<file path="src/rtl/mem_arb_pkg.sv">
// Shared types and counter widths for the memory port arbiter.
//   arb_state_e  : IDLE (no access in flight) / WAIT (access outstanding)
//   arb_owner_e  : which requester owns the outstanding access
//   LAT_CNT_W    : width of the read-latency counter (MEM_LATENCY up to 7)
//   STARVE_CNT_W : width of the starvation counter (STARVE_MAX up to 15)
package mem_arb_pkg;

  typedef enum logic {IDLE = 1'b0, WAIT = 1'b1} arb_state_e;
  typedef enum logic {OWN_IF = 1'b0, OWN_D = 1'b1} arb_owner_e;

  localparam int LAT_CNT_W    = 3;
  localparam int STARVE_CNT_W = 4;

endpackage

</file>
<file path="src/rtl/arb_starve_ctr.sv">
// Saturating starvation counter: counts data grants made while fetch waits.
//   clk, rst       : clock, synchronous active-high reset
//   fetch_pending  : if_req seen during the arbitration cycle
//   data_grant     : data port granted this cycle
//   fetch_grant    : fetch port granted this cycle
//   starve_full    : counter has reached STARVE_MAX, fetch must win next
module arb_starve_ctr
  import mem_arb_pkg::*;
#(
  parameter int STARVE_MAX = 4
) (
  input  logic clk,
  input  logic rst,
  input  logic fetch_pending,
  input  logic data_grant,
  input  logic fetch_grant,
  output logic starve_full
);

  localparam logic [STARVE_CNT_W-1:0] CNT_MAX = STARVE_CNT_W'(STARVE_MAX);

  logic [STARVE_CNT_W-1:0] cnt;

  // NOTE: sequential state is always assigned with <= so every flop samples
  // pre-edge values regardless of statement order.
  always_ff @(posedge clk) begin
    if (rst) begin
      cnt <= '0;
    end else if (fetch_grant) begin
      cnt <= '0;
    end else if (data_grant) begin
      // A data grant with no fetch waiting is not starving anyone.
      if (!fetch_pending)      cnt <= '0;
      else if (cnt != CNT_MAX) cnt <= cnt + 1'b1;
    end
  end

  assign starve_full = (cnt == CNT_MAX);

endmodule

</file>
<file path="src/rtl/mem_port_arbiter.sv">
// Shares one single-ported memory between the fetch unit and the LSU.
// Data has priority unless fetch has been starved STARVE_MAX times in a row.
// Responses return MEM_LATENCY cycles after the grant and are routed to the
// owner recorded at grant; a new grant may overlap the response cycle.
//   clk, rst                     : clock, synchronous active-high reset
//   if_req/if_addr               : fetch request (held until if_gnt)
//   if_gnt/if_rvalid/if_rdata    : fetch accept pulse and read response
//   d_req/d_we/d_be/d_addr/d_wdata : data request (held until d_gnt)
//   d_gnt/d_rvalid/d_rdata       : data accept pulse and response (0 for store)
//   mem_en/we/be/addr/wdata      : memory port, valid in the grant cycle
//   mem_rdata                    : memory read data, MEM_LATENCY after mem_en
module mem_port_arbiter
  import mem_arb_pkg::*;
#(
  parameter int ADDRESS_WIDTH = 32,
  parameter int DATA_WIDTH    = 32,
  parameter int MEM_LATENCY   = 1,
  parameter int STARVE_MAX    = 4
) (
  input  logic                     clk,
  input  logic                     rst,
  input  logic                     if_req,
  input  logic [ADDRESS_WIDTH-1:0] if_addr,
  output logic                     if_gnt,
  output logic                     if_rvalid,
  output logic [DATA_WIDTH-1:0]    if_rdata,
  input  logic                     d_req,
  input  logic                     d_we,
  input  logic [DATA_WIDTH/8-1:0]  d_be,
  input  logic [ADDRESS_WIDTH-1:0] d_addr,
  input  logic [DATA_WIDTH-1:0]    d_wdata,
  output logic                     d_gnt,
  output logic                     d_rvalid,
  output logic [DATA_WIDTH-1:0]    d_rdata,
  output logic                     mem_en,
  output logic                     mem_we,
  output logic [DATA_WIDTH/8-1:0]  mem_be,
  output logic [ADDRESS_WIDTH-1:0] mem_addr,
  output logic [DATA_WIDTH-1:0]    mem_wdata,
  input  logic [DATA_WIDTH-1:0]    mem_rdata
);

  localparam logic [LAT_CNT_W-1:0] LAT_LAST = LAT_CNT_W'(MEM_LATENCY - 1);

  arb_state_e             state, state_nxt;
  arb_owner_e             owner;
  logic                   we_q;
  logic [LAT_CNT_W-1:0]   lat_cnt;
  logic                   resp;
  logic                   can_grant;
  logic                   starve_full;
  logic                   grant_d, grant_if;

  // Response cycle doubles as the next grant opportunity. Everything is
  // masked during reset so no stale response or grant escapes.
  assign resp      = !rst && (state == WAIT) && (lat_cnt == LAT_LAST);
  assign can_grant = !rst && ((state == IDLE) || resp);
  assign grant_d   = can_grant && d_req && !(starve_full && if_req);
  assign grant_if  = can_grant && if_req && !grant_d;

  arb_starve_ctr #(.STARVE_MAX(STARVE_MAX)) u_starve (
    .clk          (clk),
    .rst          (rst),
    .fetch_pending(if_req),
    .data_grant   (grant_d),
    .fetch_grant  (grant_if),
    .starve_full  (starve_full)
  );

  // State register, owner/we capture and latency counter.
  always_ff @(posedge clk) begin
    if (rst) begin
      state   <= IDLE;
      owner   <= OWN_IF;
      we_q    <= 1'b0;
      lat_cnt <= '0;
    end else begin
      state <= state_nxt;
      if (grant_d || grant_if) begin
        owner   <= grant_d ? OWN_D : OWN_IF;
        we_q    <= grant_d && d_we;
        lat_cnt <= '0;
      end else if (state == WAIT) begin
        lat_cnt <= lat_cnt + 1'b1;
      end
    end
  end

  // Next-state logic.
  always_comb begin
    state_nxt = state;
    if (grant_d || grant_if) state_nxt = WAIT;
    else if (resp)           state_nxt = IDLE;
  end

  // Outputs: memory port from the winner, responses to the recorded owner.
  // NOTE: every output gets a default first so no path leaves it unassigned
  // and no latch is inferred.
  always_comb begin
    if_gnt    = grant_if;
    d_gnt     = grant_d;
    mem_en    = grant_d || grant_if;
    mem_we    = grant_d && d_we;
    mem_be    = '1;
    mem_addr  = if_addr;
    mem_wdata = '0;
    if_rvalid = 1'b0;
    if_rdata  = '0;
    d_rvalid  = 1'b0;
    d_rdata   = '0;
    if (grant_d) begin
      mem_addr = d_addr;
      if (d_we) begin
        mem_be    = d_be;
        mem_wdata = d_wdata;
      end
    end
    if (resp) begin
      if (owner == OWN_D) begin
        d_rvalid = 1'b1;
        d_rdata  = we_q ? '0 : mem_rdata;
      end else begin
        if_rvalid = 1'b1;
        if_rdata  = mem_rdata;
      end
    end
  end

endmodule

</file>
<file path="config.mk">
export PLATFORM = sky130hd
export DESIGN_NAME = mem_port_arbiter
export DESIGN_NICKNAME = d
export VERILOG_FILES = /design/src/rtl/mem_arb_pkg.sv /design/src/rtl/arb_starve_ctr.sv /design/src/rtl/mem_port_arbiter.sv
export SDC_FILE = /design/constraint.sdc
export NUM_CORES = 1
export LEC_CHECK = 0
export ABC_AREA = 1
export ABC_CLOCK_PERIOD_IN_PS = 1600
export BUFFER_PORTS_ARGS = -buffer_cell sky130_fd_sc_hd__buf_2
export CORE_AREA = 2 2 106 108
export CTS_BUF_LIST = sky130_fd_sc_hd__clkbuf_8
export CTS_CLUSTER_DIAMETER = 200
export DETAILED_ROUTE_END_ITERATION = 8
export DIE_AREA = 0 0 108 110
export PLACE_DENSITY_LB_ADDON = 0.15
export SLEW_MARGIN = 40
export SYNTH_ARGS = -nofsm -noshare
export SYNTH_HDL_FRONTEND = slang
export SYNTH_SLANG_ARGS = --single-unit
</file>
<file path="constraint.sdc">
create_clock -name clk -period 1.6 [get_ports clk]
set_input_delay 0.16 -clock clk [delete_from_list [all_inputs] [get_ports clk]]
set_output_delay 0.16 -clock clk [all_outputs]
set_load 0.005 [all_outputs]
</file>
==> impl_metrics.yaml, run 1 <==
finish:
  seq_area_sq_um: 205
  final_cells: 813
  fill_cells: 1187
  multi_input_area_sq_um: 1490
  n_antenna_cell: 0
  fin_nets: 816
  layout-drive-gt1-share_pct: 59.1
  syn2layout_area_growth_pct: 125
global_routing:
  grt_pass1_vias: 2888
  grt_max_degree: 39
  grt_overflow: 0
  antenna_found_initial: 1
  grt_pass1_wl_mm: 13.1
  grt_usage_pct: 13.5
drt:
  wl_mm: 9.49
  dr_wl_met2_mm: 5.15
  wl_per_cell_microns: 11.7
  dr.first_iter.drc_count: 98
  vias: 3292
  wl_met1_mm: 3.37
  drcViolationCount: 0
  ant_nets: 0
  dr.max_layer_used: "met5"
  first_pass_iters: 4
  via_per_inst: 4.05
  route.met3.wl_microns: 886
floorplanning:
  start_util_pct: 16.6
  ios: 275
  core-area_sq_um: 10700
  placementRows: 38
  die_y_microns: 110
  dieWidth_microns: 108
  dieArea_sq_um: 11900
synth:
  netlist_instances: 372
  yosysTopAreaCell: "nand2_1"
  synth-compound-area-share_pct: 4.15
  synthTopCellsByCount: "148 x nand2_1, 103 x nor2_1, 46 x inv_1"
  syn_area_sq_um: 1780
  ys_types: 26
  synth_mux_area_share_pct: 0
  synth_seq_cells: 10
  ys_seq_area_share_pct: 11.3
  synth_top_cell_area_share_pct: 31.3
  syn_nets: 513
  ys_async_sr_fraction_pct: 0
  synthAdderAreaFrac_pct: 2.82
  synth-edff-count: 0
  synthSimpleGateAreaFrac_pct: 62.7
  synth.area.top_cells: "nand2_1 31%, nor2_1 22%, dfxtp_1 11%"
  ys.flop_type: "dfxtp_1"
  synth.avg_cell_area_sq_um: 4.78
  synth-xor-area-share_pct: 0.986
  synth_top_family_by_area: "simple AND/OR/NAND/NOR gates"
  synth.most_common_cell: "nand2_1"
  synth_warnings: 0
timing:
  hold_viol_final: 0
  setup_violations: 139
  rsz0062_at_grt: "true"
  fin_ws_ns: -0.250
  finClkSkew_ns: 0.00354
  maxSlewViolCount: 0
  fin_setup_tns_ns: -23.41
  fin_crit_ns: 1.85
  worst_slew_pin_slew_ns: 0.409
  fmax_ghz: 0.540
  maxSlewHeadroom_pct: 72.8
  min_period_over_period_pct: 116
critical_path:
  worstSetupPathType: "reg2out"
  crit_arrival_ns: 1.69
  slowest_delay_ns: 0.32
  ff2ff_setup_slack_ns: -0.16
  r2r-start: "lat_cnt[1]"
  worstPathRequired_ns: 1.44
  rr_worst_depth: 13
  cpMaxStageDelayCell: "dfxtp_2"
  crit_chain: "inv_2 -> ha_4 -> nand2_1 -> a21oi_4 -> nand2_8 -> buf_4 -> buf_6 -> nor2_1 -> buf_2"
  crit_path_end_kind: "output pin"
  cp_max_fo: 9
  cp-start-kind: "flop"
  timing.rr.end: "lat_cnt[1]"
min_path:
  holdPathEnd: "state"
  min_path_type: "in2reg"
  hold_depth: 2
  hp-start: "rst"
place:
  io_buffers: 274
  placedCellCount: 781
  dp_slack_ns: -0.0293
  post-dp-hpwl_mm: 7.11
  gp_congestion: 0.828
clocking:
  clkSinkCount: 10
  clkLatencyLatePin_ns: 0.23
  holdBufCountCts: 0
  root_buffer: "clkbuf_8"
  cts_tree: "done"
  clk_pin_slew_ns: 0.05
  numCtsBuffers: 3
  htree_levels: 1
  clock_path_buffers: 2
pwr:
  leakage_nw: 2.56
  p_per_area_nw_per_um2: 352
  vdd_drop_max_mv: 0.173
  power_mw: 1.41
outcome:
  status: "complete, but fails checks"
  violations: "negative setup slack"
job:
  drv_cap: 0
## stage by stage
stage / utilization [%] / hold slack, ns / cell area (sq um)
finish: 37.5 / 0.194 / 4010
global route: 37.5 / 0.191 / 4010
CTS: 34.8 / 0.185 / 3720
detailed placement: 31.2 / 0.430 / 3340
global placement: 31.2 / 0.433 / 3340
floorplan: - / 0.229 / 1780
## report_power, final
group          internal [mW]  switching [mW]  total (mW)
combinational          0.441           0.444       0.886
clock                  0.164          0.0882       0.252
sequential             0.262          0.0106       0.272
## cell type report
cell class / count / share of cell area (%)
Tap cell: 140 / 4.37
Timing Repair Buffer: 317 / 46.5
Timing Repair inverter: 2 / 0.687
Sequential cell: 10 / 5.12
Clock buffer: 3 / 1.03
Multi-Input combinational cell: 290 / 37.1
Inverter: 51 / 5.18
## state kept, by name (all words and copies together), names as in the netlist
signal / count
we_q: 1
owner: 1
state: 1
lat_cnt: 3
u_starve.cnt: 4
## worst max-delay path by stage
| stage | slack (ns) | startpoint | to |
|---|---|---|---|
| global route | -0.32 | lat_cnt[1] | mem_wdata[16] |
| floorplan | 0.1 | u_starve.cnt[0] | mem_be[0] |
| global placement | 0.007 | lat_cnt[1] | if_rdata[18] |
| detailed placement | -0.03 | lat_cnt[1] | if_rdata[18] |
| CTS | -0.19 | lat_cnt[0] | mem_be[3] |
| finish | -0.25 | lat_cnt[1] | mem_wdata[16] |
## worst max-delay path, delay by kind of cell (launching register included)
| family | cells | cell delay, ns |
|---|---|---|
| DFF | 1 | 0.32 |
| AOI/OAI and AO/OA | 1 | 0.22 |
| and+or+nand+nor | 3 | 0.31 |
| buffers and inverters | 4 | 0.49 |
| adders and majority gates | 1 | 0.13 |
## routing by layer
layer	track usage [%]	vias up
li1	-	1676
met1	13.7	1440
met2	28.0	168
met3	2.88	6
met4	2.47	2
met5	0	-
## cell usage in the layout, fill, tap and decap left out, types with 3 or more instances in the layout
master | Yosys | routed
clkbuf_8 | 0 | 3
buf_6 | 4 | 6
nand2_1 | 148 | 146
or2_1 | 4 | 4
inv_2 | 5 | 8
dfxtp_2 | 0 | 4
buf_4 | 1 | 29
buf_2 | 13 | 272
nor2_4 | 3 | 15
nor2_1 | 103 | 59
nor2_2 | 3 | 35
clkbuf_16 | 0 | 4
nand2_4 | 2 | 3
inv_1 | 46 | 42
dfxtp_1 | 10 | 6
buf_12 | 0 | 5
a21oi_1 | 5 | 4
nand3_1 | 6 | 6
## what timing repair did
item                                    CTS  global route
pin swaps                                 3             3
resized for setup                        53            45
gates cloned                              2             6
setup buffers                            17             6
endpoints found under the setup margin  136           139
## logic make-up after synthesis
logic type | after synthesis
and+or+nand+nor | 275
buffers and inverters | 72
DFF | 10
AOI/OAI and AO/OA | 9
adders and majority gates | 4
xor gates and xnor gates | 2
No activity file was read; power rests on OpenSTA's default activity.
==> run 2, diff against run 1 <==
Settings changed: ABC_AREA 1 to 0, CORE_AREA 2 2 106 108 to 2 2 107 109, DIE_AREA 0 0 108 110 to 0 0 109 111.
==> run 2 against run 1 <==
  * The flow still finishes with violations (negative setup slack)
  * Routed wire length shrank 15%
  * Core utilization is 1.8 points lower
  * Die area rose by 1.8%
  * Clock power increased by 29%
  * Worst setup slack got worse by 0.19 ns
  * Combinational power about the same
  * Register-to-register slack worse by 0.08 ns
  * Design area shrank 1.3%
  * Maximum frequency decreased by 9.5%
==> impl_metrics.yaml, run 2 <==
drt:
  via_per_inst: 3.97
  wl_per_cell_microns: 12.4
  dr.first_iter.drc_count: 44
  first_pass_iters: 4
  vias: 2590
  drcViolationCount: 0
  wl_mm: 8.11
  ant_nets: 0
clocking:
  clk_pin_slew_ns: 0.05
  cts_tree: "done"
  clkLatencyLatePin_ns: 0.24
  holdBufCountCts: 0
  numCtsBuffers: 3
  htree_levels: 1
  root_buffer: "clkbuf_8"
  clock_path_buffers: 2
  clkSinkCount: 10
synth:
  ys_seq_area_share_pct: 12.1
  syn_area_sq_um: 1650
  synth.avg_cell_area_sq_um: 7.75
  synth.most_common_cell: "and2_1"
  syn_nets: 354
  netlist_instances: 213
  ys_types: 35
  synth.area.top_cells: "and2_1 25%, mux2_2 22%, and3_1 12%"
  ys_async_sr_fraction_pct: 0
  yosysTopAreaCell: "and2_1"
  ys.flop_type: "dfxtp_1"
  synth-edff-count: 0
  synth_warnings: 0
  synth_top_cell_area_share_pct: 24.6
  synthTopCellsByCount: "65 x and2_1, 32 x and3_1, 32 x mux2_2"
  synth_seq_cells: 10
pwr:
  leakage_nw: 2.46
  vdd_drop_max_mv: 0.190
  p_sw_share_pct: 29.7
  power_mw: 1.48
  power_frac_seq_pct: 18.3
  intPower_mw: 1.04
  switchingPower_mw: 0.439
  p_per_area_nw_per_um2: 374
  p_comb_share_pct: 59.8
  clock_power_share_pct: 21.9
critical_path:
  ff2ff_setup_slack_ns: -0.24
  worstSetupPathType: "reg2out"
  crit_start: "lat_cnt[0]"
  cp_num_cells: 8
  crit_chain: "inv_2 -> ha_4 -> nor2b_4 -> o2111ai_4 -> buf_6 -> buf_12 -> mux2_4 -> buf_6"
  path_delay_family: "buffers and inverters"
  rr_worst_depth: 10
  cp_common_cell: "buf_6"
  cp_max_fo: 6
  r2r-start: "lat_cnt[0]"
  cpMaxStageDelayCell: "dfxtp_2"
  worstPathRequired_ns: 1.44
  cp-start-kind: "flop"
  crit_arrival_ns: 1.89
  critPathBufInv: 4
  crit_path_end_kind: "output pin"
  crit_path_end: "mem_addr[24]"
  slowest_delay_ns: 0.33
  timing.rr.end: "we_q"
timing:
  hold_slack_ns: 0.287
  rsz0062_at_grt: "true"
  fin_ws_ns: -0.445
  fin_crit_ns: 2.05
  worst_slew_pin_slew_ns: 0.391
  finClkSkew_ns: 0.00323
  setup_violations: 140
  hold_viol_final: 0
  maxSlewViolCount: 0
  fmax_ghz: 0.489
  min_period_over_period_pct: 128
  maxSlewHeadroom_pct: 73.9
finish:
  fin_area_sq_um: 3950
  layout_common_cells: "244 x buf_2, 64 x and2_1, 32 x mux2_4, 32 x and3_1, 32 x buf_6"
  layout_commonest_cell: "buf_2"
  largest_reg_flops: 4
  fin_nets: 651
  top_register: "u_starve.cnt"
  layout-drive-gt1-share_pct: 72.3
  n_antenna_cell: 0
  syn2layout_area_growth_pct: 139
  top_regs: "u_starve.cnt (4), lat_cnt (3)"
  fill_cells: 1141
floorplanning:
  start_util_pct: 14.9
  ios: 275
  dieArea_sq_um: 12100
  dieWidth_microns: 109
  core-area_sq_um: 11100
  die_y_microns: 111
  placementRows: 39
global_routing:
  grt_max_degree: 34
  grt_pass1_vias: 2409
  grt_pass1_wl_mm: 11.6
  antenna_found_initial: 0
  grt_overflow: 0
  grt_usage_pct: 11.9
place:
  gp_congestion: 0.764
  dp_slack_ns: -0.229
  dpl_cell_area_sq_um: 3420
  post-dp-hpwl_mm: 6.37
  io_buffers: 274
job:
  drv_cap: 0
outcome:
  violations: "negative setup slack"
  status: "complete, but fails checks"
min_path:
  min_path_type: "in2reg"
  hp-start: "rst"
  hold_depth: 3
[run 2: cell types whose count changed after synthesis, moves of 6 or more]
cell	previous run	this run
and2_1	0	65
inv_1	46	6
and3_1	0	32
nand2b_1	0	6
mux2_2	0	32
buf_2	13	3
nor2_1	103	7
nand2_1	148	5
[run 2: power by group through the flow]
stage / clock [mW] / combinational (mW) / sequential [mW]
5_1_grt: 0.343 / 0.955 / 0.271
4_1_cts: 0.337 / 0.871 / 0.268
2_1_floorplan: 0 / 0.317 / 0.273
3_3_place_gp: 0 / 0.696 / 0.273
3_5_place_dp: 0 / 0.700 / 0.273
6_report: 0.324 / 0.883 / 0.270
[run 2: kinds of logic (layout without fill, tap and decap cells)]
logic type                 Yosys count  count (layout)  synth area share (%)
AOI/OAI and AO/OA                   13              13                  6.21
xor gates and xnor gates             2               2                  1.06
adders and majority gates            4               4                  3.03
buffers and inverters               24             320                  7.35
DFF                                 10              10                  12.1
muxes                               33              33                  22.4
and+or+nand+nor                    127             127                  47.8
[run 2: worst min path at each step]
stage                      endpoint  slack [ns]
floorplan           u_starve.cnt[1]        0.31
global route        u_starve.cnt[0]        0.30
finish                        state        0.29
detailed placement             we_q        0.47
CTS                 u_starve.cnt[1]        0.26
global placement               we_q        0.46
[run 2: per-stage QoR]
| step | setup TNS, ns | util [%] | std cells |
|---|---|---|---|
| 2_1_floorplan | -2.23 | - | 213 |
| 3_3_place_gp | -9.33 | 30.9 | 636 |
| 3_5_place_dp | -10.06 | 30.9 | 636 |
| 4_1_cts | -46.09 | 35.4 | 651 |
| 5_1_grt | -57.00 | 35.7 | 652 |
| 6_report | -43.87 | 35.7 | 652 |
[run 2: final cells by class]
class	count	area (sq um)	area share [%]
Clock buffer	4	55.1	1.39
Inverter	7	28.8	0.728
Multi-Input combinational cell	179	1520	38.4
Sequential cell	10	205	5.19
Tap cell	143	179	4.53
Timing Repair Buffer	309	1970	49.8
[run 2: metal layers]
metal  GRT usage [%]  wire length [microns]  vias up
met3            1.70                    521        6
met2            23.1                   4430      119
met1            13.3                   3090     1158
li1                -                      -     1307
met5               0                      0        -
met4            2.65                     58        0
[run 2: what timing repair did]
item	4_1_cts	5_1_grt
cloned	3	1
setup endpoints to repair	138	142
setup buffers	8	4
resized for setup	61	5
pin swaps	6	5
[run 2: worst reg2reg max path: cells and delay by family, from the launching register on]
kind,cells,cell delay (ns)
AND/OR/NAND/NOR,2,0.32
adder cells (fa/ha/maj),1,0.15
AO/OA/AOI/OAI,2,0.39
buffers and inverters,5,0.55
flip-flops,1,0.33
==> run 3, diff against run 2 <==
Settings changed: ABC_CLOCK_PERIOD_IN_PS 1600 to 2500, CORE_AREA 2 2 107 109 to 2 2 108 110, DIE_AREA 0 0 109 111 to 0 0 110 112.
Clock period 1.6 ns to 2.5 ns, I/O delays scaled along.
==> run 3 against run 2 <==
  * The flow now finishes without violations
  * Total power shrank 48%
  * Clock power shrank 38%
  * Critical path depth shrank 1
  * Cell count shrank 4.6%
  * Largest cell class unchanged
==> impl_metrics.yaml, run 3 (same netlist as run 2, synthesis figures left out) <==
clocking:
  clkLatencyLatePin_ns: 0.24
  holdBufCountCts: 0
  numCtsBuffers: 3
  clock_path_buffers: 2
  htree_levels: 1
  clkSinkCount: 10
  clk_pin_slew_ns: 0.05
  root_buffer: "clkbuf_8"
  cts_tree: "done"
floorplanning:
  start_util_pct: 14.8
  placementRows: 39
  ios: 275
  core-area_sq_um: 11200
  dieWidth_microns: 110
  dieArea_sq_um: 12300
  die_y_microns: 112
finish:
  final_cells: 622
  fin_area_sq_um: 3210
  largest_reg_flops: 4
  fin_nets: 621
  top_regs: "u_starve.cnt (4), lat_cnt (3)"
  layout_common_cells: "274 x buf_2, 65 x and2_1, 32 x mux2_2, 32 x and3_1, 10 x dfxtp_1"
  top_register: "u_starve.cnt"
  syn2layout_area_growth_pct: 94.1
  layout_commonest_cell: "buf_2"
  layout-drive-gt1-share_pct: 67.6
  fill_cells: 1214
  n_antenna_cell: 0
critical_path:
  ff2ff_setup_slack_ns: 0.77
  cp-start-kind: "flop"
  cp_max_fo: 23
  worstSetupPathType: "reg2out"
  crit_arrival_ns: 2.07
  crit_path_end_kind: "output pin"
  crit_chain: "inv_1 -> ha_1 -> nor2b_4 -> o2111ai_4 -> buf_6 -> mux2_2 -> buf_2"
  slowest_delay_ns: 0.36
  timing.rr.end: "we_q"
  rr_worst_depth: 7
  r2r-start: "lat_cnt[0]"
  cpMaxStageDelayCell: "dfxtp_1"
  worstPathRequired_ns: 2.25
outcome:
  status: "finished clean"
timing:
  fmax_ghz: 0.431
  min_period_over_period_pct: 92.9
  setup_violations: 0
  maxSlewViolCount: 0
  hold_slack_ns: 0.334
  worst_slew_pin_slew_ns: 0.418
  hold_viol_final: 0
  fin_setup_tns_ns: 0
  finClkSkew_ns: 0.00304
  fin_crit_ns: 2.32
  maxSlewHeadroom_pct: 72.1
  rsz0062_at_grt: "false"
min_path:
  holdPathEnd: "u_starve.cnt[1]"
  min_path_type: "in2reg"
  hold_depth: 2
  hp-start: "rst"
global_routing:
  grt_max_degree: 37
  grt_overflow: 0
  antenna_found_initial: 0
  grt_usage_pct: 11.5
  grt_pass1_vias: 2199
  grt_pass1_wl_mm: 10.9
pwr:
  switchingPower_mw: 0.236
  clock_power_share_pct: 26.4
  p_per_area_nw_per_um2: 239
  intPower_mw: 0.530
  power_frac_seq_pct: 22.8
  leakage_nw: 2.03
  p_comb_share_pct: 50.8
  p_sw_share_pct: 30.8
  power_mw: 0.766
  vdd_drop_max_mv: 0.170
drt:
  wl_per_cell_microns: 12.7
  dr.first_iter.drc_count: 27
  ant_nets: 0
  drcViolationCount: 0
  first_pass_iters: 4
  vias: 2471
  via_per_inst: 3.97
  wl_mm: 7.91
place:
  io_buffers: 274
  post-dp-hpwl_mm: 6.99
  gp_congestion: 0.780
  placedCellCount: 618
  dpl_cell_area_sq_um: 3150
job:
  drv_cap: 0
## run 3: cell types whose count changed in the layout (fill, tap and decap cells not counted), moves of 5 or more
cell	delta
mux2_2	+32
mux2_4	-32
buf_4	-20
buf_2	+30
buf_12	-5
buf_6	-31
## run 3: layout make-up
cell class                 count  area, sq um  share of cell area (%)
inverter                       7         28.8                   0.898
clock buffer                   4         55.1                    1.72
multi-input combinational    179         1330                    41.5
timing repair buffer         279         1410                    44.1
tap                          143          179                    5.58
sequential                    10          200                    6.25
## run 3: worst max-delay path: cells and delay by family, from the launching register on
kind                     cells  cell delay, ns
buffers and inverters        3            0.47
AND/OR/NAND/NOR              1            0.15
multiplexers                 1            0.36
AO/OA/AOI/OAI                1            0.26
flip-flops                   1            0.36
adder cells (fa/ha/maj)      1            0.24
## run 3: repair_timing
| item | 4_1_cts | 5_1_grt |
|---|---|---|
| setup endpoints to repair | 0 | 23 |
| resized for setup | 0 | 1 |
| setup buffers | 0 | 0 |
## run 3: how the worst max path moves through the flow
stage / from / end / slack (ns) / depth (start not counted)
after global routing: lat_cnt[0] / mem_addr[15] / 0.05 / 7
after detailed placement: lat_cnt[0] / mem_addr[2] / 0.32 / 7
after global placement: lat_cnt[0] / mem_addr[2] / 0.37 / 7
final: lat_cnt[0] / mem_addr[2] / 0.18 / 7
after CTS: lat_cnt[0] / mem_addr[2] / 0.06 / 7
after floorplan: lat_cnt[0] / mem_addr[10] / 0.62 / 6
## run 3: layer usage
| layer | part of all wire, % | global-route usage, % | up-vias |
|---|---|---|---|
| li1 | - | - | 1247 |
| met1 | 33 | 10.7 | 1064 |
| met2 | 56 | 24.1 | 158 |
| met3 | 11 | 2.87 | 2 |
| met4 | 0.37 | 1.77 | 0 |
| met5 | 0 | 0 | - |
## run 3: power groups by stage
stage | combinational, mW | clock (mW) | sequential [mW]
detailed placement | 0.395 | 0 | 0.178
global route | 0.435 | 0.218 | 0.175
floorplan | 0.179 | 0 | 0.174
global placement | 0.393 | 0 | 0.177
CTS | 0.397 | 0.212 | 0.174
finish | 0.389 | 0.202 | 0.175
## run 3: through the flow
stage | utilization [%] | setup WS [ns]
after global placement | 28.2 | 0.374
after global routing | 28.7 | 0.0481
after floorplan | - | 0.619
final | 28.7 | 0.178
after CTS | 28.7 | 0.0621
after detailed placement | 28.2 | 0.319
